$ cat config.mk
export PLATFORM = sky130hd
export DESIGN_NAME = mem_port_arbiter
export DESIGN_NICKNAME = d
export VERILOG_FILES = /design/src/rtl/mem_port_arbiter.sv
export SDC_FILE = /design/constraint.sdc
export NUM_CORES = 1
export LEC_CHECK = 0
export CORE_ASPECT_RATIO = 0.9
export CORE_MARGIN = 10
export CORE_UTILIZATION = 41
export CTS_BUF_LIST = sky130_fd_sc_hd__clkbuf_2
export CTS_CLUSTER_SIZE = 14
export DETAILED_ROUTE_END_ITERATION = 6
export PLACE_DENSITY = 0.78
export REMOVE_ABC_BUFFERS = 1
export SKIP_CTS_REPAIR_TIMING = 1
export SLEW_MARGIN = 20
export SYNTH_ARGS = -nofsm -noshare
export SYNTH_HDL_FRONTEND = slang
export SYNTH_SLANG_ARGS = --single-unit
$ cat constraint.sdc
create_clock -name clk -period 4.3 [get_ports clk]
set_input_delay 0.645 -clock clk [delete_from_list [all_inputs] [get_ports clk]]
set_output_delay 0.645 -clock clk [all_outputs]
set_load 0.02 [all_outputs]
$ cat src/rtl/mem_port_arbiter.sv
// mem_port_arbiter: shares one single-port synchronous word RAM between the
// instruction-fetch (if_*) and data (dm_*) ports of the CPU. It grants the
// ports round-robin and runs one RAM access at a time. Each access returns a
// one-cycle valid pulse with its data.
//
// Ports:
//   clk, rst                   clock; asynchronous active-high reset
//   if_req/if_addr             fetch request, held until if_valid
//   if_rdata/if_valid          fetch response (one-cycle pulse)
//   dm_req/dm_we/dm_addr/dm_wdata  data request, held until dm_valid
//   dm_rdata/dm_valid          data response (one-cycle pulse, reads and writes)
//   mem_en/mem_we/mem_addr/mem_wdata  RAM access strobe and write payload
//   mem_rdata                  RAM read data, MEM_LAT edges after mem_en is sampled
//
// Optional build macro MEM_ARB_PERF_EN adds the wait_cnt and acc_cnt
// saturating performance counters.
module mem_port_arbiter #(
  parameter int unsigned AW      = 9,
  parameter int unsigned DW      = 32,
  parameter int unsigned MEM_LAT = 1
) (
  input  logic          clk,
  input  logic          rst,
  input  logic          if_req,
  input  logic [31:0]   if_addr,
  output logic [DW-1:0] if_rdata,
  output logic          if_valid,
  input  logic          dm_req,
  input  logic          dm_we,
  input  logic [31:0]   dm_addr,
  input  logic [DW-1:0] dm_wdata,
  output logic [DW-1:0] dm_rdata,
  output logic          dm_valid,
  output logic          mem_en,
  output logic          mem_we,
  output logic [AW-1:0] mem_addr,
  output logic [DW-1:0] mem_wdata,
  input  logic [DW-1:0] mem_rdata
`ifdef MEM_ARB_PERF_EN
  ,
  output logic [31:0]   wait_cnt,
  output logic [31:0]   acc_cnt
`endif
);

  localparam int unsigned CW = 3;

  typedef enum logic [1:0] {IDLE, ISSUE, WAIT, RESP} state_t;

  state_t        state;
  logic          last_dm;   // last (and current) grant: 1=DM, 0=IF
  logic [CW-1:0] wcnt;
  logic          grant_go_c;
  logic          grant_dm_c;

  // Byte-offset and high address bits are intentionally dropped.
  logic unused_addr_bits;
  assign unused_addr_bits = ^{if_addr[31:AW+2], if_addr[1:0],
                              dm_addr[31:AW+2], dm_addr[1:0]};

  // Grant decision: from IDLE the port other than last_grant wins a tie;
  // from RESP only the other port may be granted, because the served port
  // still presents its old request.
  always_comb begin
    grant_go_c = 1'b0;
    grant_dm_c = 1'b0;
    case (state)
      IDLE: begin
        grant_go_c = if_req | dm_req;
        grant_dm_c = dm_req & (~if_req | ~last_dm);
      end
      RESP: begin
        grant_go_c = last_dm ? if_req : dm_req;
        grant_dm_c = ~last_dm;
      end
      default: ;
    endcase
  end

  // Access sequencer with registered outputs.
  always_ff @(posedge clk or posedge rst) begin
    if (rst) begin
      state     <= IDLE;
      last_dm   <= 1'b0;
      wcnt      <= '0;
      if_rdata  <= '0;
      if_valid  <= 1'b0;
      dm_rdata  <= '0;
      dm_valid  <= 1'b0;
      mem_en    <= 1'b0;
      mem_we    <= 1'b0;
      mem_addr  <= '0;
      mem_wdata <= '0;
    end else begin
      if_valid <= 1'b0;
      dm_valid <= 1'b0;
      case (state)
        IDLE, RESP: begin
          if (grant_go_c) begin
            state    <= ISSUE;
            last_dm  <= grant_dm_c;
            mem_en   <= 1'b1;
            mem_we   <= grant_dm_c & dm_we;
            mem_addr <= grant_dm_c ? dm_addr[AW+1:2] : if_addr[AW+1:2];
            if (grant_dm_c) mem_wdata <= dm_wdata;
          end else begin
            state <= IDLE;
          end
        end
        ISSUE: begin
          mem_en <= 1'b0;
          mem_we <= 1'b0;
          wcnt   <= CW'(MEM_LAT - 1);
          state  <= WAIT;
        end
        WAIT: begin
          if (wcnt == '0) begin
            // Capture is harmless for writes; the response data is don't-care.
            state <= RESP;
            if (last_dm) begin
              dm_rdata <= mem_rdata;
              dm_valid <= 1'b1;
            end else begin
              if_rdata <= mem_rdata;
              if_valid <= 1'b1;
            end
          end else begin
            wcnt <= wcnt - CW'(1);
          end
        end
        default: state <= IDLE;
      endcase
    end
  end

`ifdef MEM_ARB_PERF_EN
  // A port waits when it requests and is not the port currently being served.
  logic        if_wait_c;
  logic        dm_wait_c;
  logic [32:0] wait_sum_c;

  assign if_wait_c  = if_req & ((state == IDLE) | last_dm);
  assign dm_wait_c  = dm_req & ((state == IDLE) | ~last_dm);
  assign wait_sum_c = {1'b0, wait_cnt} + 33'(if_wait_c) + 33'(dm_wait_c);

  // Saturating counters.
  always_ff @(posedge clk or posedge rst) begin
    if (rst) begin
      wait_cnt <= '0;
      acc_cnt  <= '0;
    end else begin
      wait_cnt <= wait_sum_c[32] ? 32'hFFFF_FFFF : wait_sum_c[31:0];
      if (state == RESP && acc_cnt != 32'hFFFF_FFFF) acc_cnt <= acc_cnt + 32'd1;
    end
  end
`endif

endmodule

# Yosys cells after proc, flatten, opt, wreduce, memory -nomap -nowiden
# Index checks and enable logic that the tools add are counted.
# Widths: inputs -> output; s select.
# word_totals
mem_bits_rw,0
reg_bits,115
output_inout_bits,109
mem_bits_ro,0
inputBits,133
word_cells,54
mem_count,0
latch_bits,0
# classes
bitwise,6
div_mod_pow,0
muxes,19
reduce_logical,11
addsub,1
magnitude_cmp,0
n_mul,0
n_shift,0
eq_ne,6
# ops
cell,n
$mux 1,10
$mux 9,1
$reduce_and 3->1,3
$pmux 1 s2,4
$ne 2x2->1 const B,3
$pmux 2 s3,1
$pmux 3 s2,1
$reduce_and 2->1,3
$eq 2x2->1 const B,2
$reduce_bool 2->1,2
$logic_not 3->1,1
$mux 3,1
$sub 3x1->3 const B,1
$and 1x1->1,2
$eq 2x1->1 const B,1
$logic_not 2->1,1
$mux 2,1
$not 1->1,2
$or 1x1->1,2
$reduce_or 2->1,1

# Logic depth before layout (Yosys ltp)
# Gate-level depths: netlist of run 1.
# depth
word_depth,7
mapped_depth,9
depth_no_buf,7

# Least setup slack after synthesis of run 1
# No wires, ideal clock.
# synth_path
path_kind,register to register
start,reg state[0]
end,reg mem_addr[1]
t_required_ns,4.172
setup_slack_ns,2.284
setup_time_ns,0.128
stages_incl_launch_ff,7
arrival_time_ns,1.889
period_less_slack_ns,2.016
n_path_buf,0
path_cell_list,dfrtp_1 inv_1 ha_1 a21o_1 a32oi_4 mux2_2 mux2_1
# synth_between
elab_chain_len,3
elab_cells_between_ends,7
classes_between,1 x eq/ne; 3 x mux; 3 x reduce/logical
# synth_rtl
item,line,rtl
"start, declared",50,state_t state;
"start signal, assigned",83,state <= IDLE;
"start signal, assigned",100,state <= ISSUE;
"start signal, assigned",107,state <= IDLE;
$eq 2x2->1 or $logic_not 2->1 (tied branches),"67, 97",
$pmux 1 s2 or $reduce_or 2->1 (tied branches),"67, 97",
$mux 9 or $reduce_and 2->1 (tied branches),--,
"end signal, assigned",104,mem_addr <= grant_dm_c ? dm_addr[AW+1:2] : if_addr[AW+1:2];
"end, declared",36,"output logic [AW-1:0] mem_addr,"
# Several ways; a longest one is shown, not always the timed one.
# A chain may end at the register's enable or synchronous reset.

# Worst setup path in the final report of run 1
# layout_path
start,reg state[0]
end,reg mem_wdata[30]
# layout_between
elab_chain_len,3
elab_cells_between_ends,6
classes_between,1 x eq/ne; 2 x mux; 3 x reduce/logical
# layout_rtl
item,line,rtl
$eq 2x2->1 or $logic_not 2->1 (tied branches),"67, 97",
$pmux 1 s2 or $reduce_or 2->1 (tied branches),"67, 97",
$reduce_and 3->1 (no source line) *,--,
"end signal, assigned",105,if (grant_dm_c) mem_wdata <= dm_wdata;
"end, declared",37,"output logic [DW-1:0] mem_wdata,"
# Every way passes the cells marked *; elsewhere a longest branch is shown, timed or not.

==> results of run 1 <==
-- kinds of logic after synthesis --
group                    count (synthesis)  share of synthesized area [%]
AO/OA/AOI/OAI                           16                          3.381
adder cells (fa/ha/maj)                  6                          1.597
buffers and inverters                   25                          2.555
flip-flops                             115                          61.22
multiplexers                            84                          22.30
AND/OR/NAND/NOR                        108                          8.943
-- cell type report --
type,count,area share [%]
sequential,115,40.85
timing repair buffer,198,28.20
multi-input combinational,214,24.24
tap,156,2.770
clock inverter,11,1.953
clock buffer,20,1.421
inverter,10,0.5683
-- Yosys cell counts, types with 2 or more instances --
cell | instances | share of area (%)
nand3_1 | 3 | 0.32
inv_1 | 10 | 0.80
nor2b_1 | 2 | 0.27
mux2_4 | 28 | 8.9
buf_6 | 3 | 0.72
nor2_1 | 3 | 0.24
nand2_1 | 98 | 7.8
dfrtp_1 | 115 | 61
buf_2 | 3 | 0.32
mux2i_1 | 2 | 0.43
a21o_1 | 2 | 0.32
mux2_1 | 2 | 0.48
a22o_1 | 2 | 0.37
clkbuf_1 | 8 | 0.64
ha_1 | 6 | 1.6
mux2_2 | 52 | 12
o21ai_0 | 2 | 0.21
-- power by group through the flow --
stage / Sequential [mW] / Clock [mW] / Combinational (mW)
after floorplan: 2.51 / 0 / 1.04
after global placement: 1.86 / 0 / 3.07
after detailed placement: 1.90 / 0 / 3.11
after CTS: 1.88 / 0.740 / 3.13
after global routing: 1.94 / 0.790 / 3.30
final: 1.87 / 0.717 / 3.07
-- layer usage --
layer,share of wire [%],up-vias,GRT usage [%]
li1,-,1588,-
met1,41,1649,18.63
met2,48,127,25.44
met3,11,13,7.819
met4,1.1,0,5.220
met5,0,-,0
-- flip-flops by register name (all words and copies together) (netlist names) --
register and flops:
dm_rdata 32, mem_we 1, last_dm 1, state 2, dm_valid 1, if_rdata 32
mem_addr 9, mem_en 1, if_valid 1, mem_wdata 32, wcnt 3
-- final timing paths --
| path | depth (start not counted) | endpoint | start | slack [ps] |
|---|---|---|---|---|
| min in group clk | 2 | if_rdata[18] | if_rdata[18] | 490 |
| setup reg to reg | 7 | mem_wdata[30] | state[0] | 1860 |
| hold reg to reg | 2 | if_rdata[18] | if_rdata[18] | 490 |
| hold / removal | 2 | mem_wdata[20] | rst | 430 |
| setup / recovery | 7 | mem_wdata[30] | state[0] | 1860 |
| max in group asynchronous | 3 | mem_wdata[26] | rst | 3070 |
-- cells in the final DEF (no fill, tap or decap), drive strengths merged, types with 2 or more instances in the layout --
cell type      Yosys  routed
a21o               2       2
a22o               2       2
buf                7       3
bufinv             0       3
clkbuf             8      20
clkdlybuf4s50      0     195
clkinv             0       6
clkinvlp           0       2
dfrtp            115     115
ha                 6       6
inv               10      10
mux2              82      82
mux2i              2       2
nand2             98      98
nand3              3       3
nor2               3       3
nor2b              2       2
o211ai             2       2
o21ai              2       2
==> metrics.txt, run 1 <==
Netlist cell types=30; Die Wd=approximately 130 microns; layout cells sized above 1=21.30%; Max-cap violations=0; vias=3377; FP Rows=37; # DRC=0; synth-to-layout area growth=49.88%; Leakage Power=3.191 nW; DP Wirelength=9541 microns; CTS tree=built; Rel. slew slack=37.26%; Crit path largest cell delay=500 ps; Synth Area per Inst=13.28 sq um; sw frac=38.63%; critical path's slowest cell=buf_4; Slew @ Worst Pin=around 940 ps; ANT cells=0; largest net degree at the start of global routing=64; critical path's top delay family=buffers and inverters; largest buffer count on any clock path=2; critical-path cell list=inv_1 -> ha_1 -> inv_1 -> nand3_1 -> a21oi_4 -> buf_4 -> mux2_2; Critical Path Source Type=flop; Seq/Total Area, Yosys=61.22%; vias in the first global route=3739; Reg power frac=33.1%; Synth Flop Type=dfrtp_1; Async SR Flop Fraction=100.0%; WL/cell=17.71 microns; fmax=about 0.41 GHz; final worst-path cycle share=56.74%; die area=0.01615 sq mm; post-route setup slack=1860 ps; Tot Pwr=5.663 mW; Via density=between 4 and 5; final antenna-violating net count=0; sum of negative setup slack=0 ps; Slew Limit Fails=0; number of synthesized flops with an enable pin=0; combinational fraction of design power=54.3%; Buffers & Inverters on Critical Path=3; chip height=between 100 and 150 microns; most frequent CP cell=inv_1; clock-pin slew on the worst setup and hold paths=180 ps; Final Hold Fails=0; total wire length=approximately 13000 microns; Crit path arrival time=~3000 ps; placed cells=693; Post-DP Area=0.006808 sq mm; port buffer count=roughly 200; fin nets=695; fin crit period=roughly 2400 ps; gpl congestion=0.7163; Final Core Density=62.12%; FF/Latch Area=0.002878 sq mm; cell internal pwr=3.475 mW; Cell Area, Synth=between 0.004 and 0.005 sq mm; DR iter-0 viols=between 150 and 200; RSZ-0062 raised after global routing=no; Critical Setup Path Class=flop to flop; Layout Skew=34.01 ps; WP data required=approximately 4800 ps; Root Buffer=clkbuf_2; Layout Cell Area excl Fill=0.007046 sq mm; initial antenna violation count=0; Peak supply drop=0.0004580 V; pre-CTS setup slack=1556 ps; H-tree depth=4; Num CTS Buffers=17; Core ar.=0.01134 sq mm; Net Sw Power=2.187 mW; FF+latch count, synth=115; Boundary Pins=242; power density cells=803.8 mW/mm^2; final hold slack=roughly 430 ps; Post-Syn Instances=354; crit end category=flop; fill count=902; Initial DRT Pass Iterations=4; setup violators final=0; global-route wire length before repair=20420 microns; Clk network pwr share=12.7%; status=finished clean; clk_lat worst skew=630 ps; CP Max Fanout=34; Ys Warns=0; Layout Cells excl Fill=724; CTS Sinks=115; Congestion Overflow GR=0; Min-Delay Path Class=input port to asynchronous set/reset pin; area occupied by multi-input gates=0.001708 sq mm; initial core utilization=approximately two fifths; GRT Overall Usage=15.96%
Power figures use the tool's default switching activity.
==> inputs of run 2 (changes only) <==
- CORE_UTILIZATION: 41 -> 37
- PLACE_DENSITY: 0.78 -> 0.75
- clock period: 4.3 -> 2.2 ns (I/O delays scaled with it)
==> metrics.txt, run 2 (synthesized netlist as in run 1, its figures left out) <==
status=finished clean; # DRC=0; Post-DP Area=0.006948 sq mm; total wire length=13520 microns; die area=0.01762 sq mm; chip height=between 100 and 150 microns; CP Max Fanout=10; sum of negative setup slack=0 ps; WP data required=2770 ps; WL/cell=18.22 microns; clock-pin slew on the worst setup and hold paths=160 ps; initial antenna violation count=0; Critical Setup Path Class=flop to flop; port buffer count=~200; Regs by FF count=dm_rdata: 32 flops, if_rdata: 32 flops, mem_wdata: 32 flops; Max-cap violations=0; Layout Cell Area excl Fill=roughly 0.007 sq mm; CTS Sinks=~120; Slew Limit Fails=0; Via density=4.660; synth-to-layout area growth=52.41%; Boundary Pins=242; Num CTS Buffers=17; layout cells sized above 1=22.68%; DP Wirelength=10130 microns; initial core utilization=38.32%; Peak supply drop=0.0008670 V; setup violators final=0; fin crit period=2102 ps; largest net degree at the start of global routing=59; most common cell after layout, fill and taps aside=clkdlybuf4s50_1; Slew @ Worst Pin=462.4 ps; Critical Path Source Type=flop; final worst-path cycle share=between 90% and 100%; Core ar.=0.01227 sq mm; Congestion Overflow GR=0; Die Wd=138.8 microns; global-route wire length before repair=21630 microns; Root Buffer=clkbuf_2; largest buffer count on any clock path=2; DR iter-0 viols=91; power density cells=between 1500 and 2000 mW/mm^2; clk_lat worst skew=660 ps; Leakage Power=3.259 nW; crit end category=flop; gpl congestion=0.7887; H-tree depth=4; fin nets=711; Rel. slew slack=69.17%; ANT cells=0; Min-Delay Path Class=input port to flop; Final Hold Fails=0; FP Rows=38; CTS tree=built; Initial DRT Pass Iterations=4; final antenna-violating net count=0; most frequent cells in the layout=clkdlybuf4s50_1, dfrtp_1, nand2_1; Layout Skew=8.869 ps; vias in the first global route=3909; Crit path arrival time=2670 ps; GRT Overall Usage=15.24%; fmax=0.4757 GHz; vias=3458; fill count=1011
run 2: final timing paths:
| kind | startpoint | end | slack (ps) | cells past startpoint |
|---|---|---|---|---|
| min in group asynchronous | rst | if_rdata[5] | 470 | 3 |
| min reg2reg | if_rdata[17] | if_rdata[17] | 490 | 2 |
| max | state[1] | mem_wdata[30] | 100 | 8 |
| max reg2reg | state[1] | mem_wdata[30] | 100 | 8 |
| max in group asynchronous | rst | mem_wdata[9] | 1190 | 4 |
| min | mem_rdata[8] | if_rdata[8] | 200 | 3 |
run 2: through the flow:
| step | cells | total power [mW] | setup WS, ps | hold WS [ps] | util, % |
|---|---|---|---|---|---|
| 3_3_place_gp | 710 | 9.820 | 99.74 | 459.0 | 56.64 |
| 4_1_cts | 739 | 11.17 | 61.16 | -164.8 | 57.99 |
| 5_1_grt | 742 | 11.79 | -7.246 | 119.1 | 58.40 |
| 2_1_floorplan | 339 | 6.929 | -1174 | 435.4 | - |
| 6_report | 742 | 11.06 | 97.74 | 200.1 | 58.40 |
| 3_5_place_dp | 710 | 10.01 | 68.20 | 462.0 | 56.64 |
run 2: final cells by class:
class | instances | area, sq um | area share (%)
sequential | 115 | 2878 | 40.17
timing repair buffer | 214 | 2168 | 30.27
multi-input combinational | 214 | 1713 | 23.91
tap | 160 | 200.2 | 2.794
clock buffer | 19 | 95.09 | 1.327
clock inverter | 10 | 70.07 | 0.9780
inverter | 10 | 40.04 | 0.5589
run 2: power breakdown:
part	switching, mW	total, mW	internal, mW
Combinational	3.04	6.26	3.23
Clock	0.754	1.13	0.373
Sequential	0.533	3.67	3.13
run 2: worst max-delay path, cell delays in order, from the launching register on:
cell and delay, ps:
dfrtp_1 410, inv_1 100, ha_2 310, nor2_2 130, a32oi_4 130, buf_12 160, a21oi_4 220, buf_6 210
mux2_2 350
run 2: routing by layer:
layer  routed length [microns]  GRT usage (%)
met1                      5552          17.78
met2                      6573          24.07
met3                      1271          8.057
met4                       119          4.231
met5                         0              0
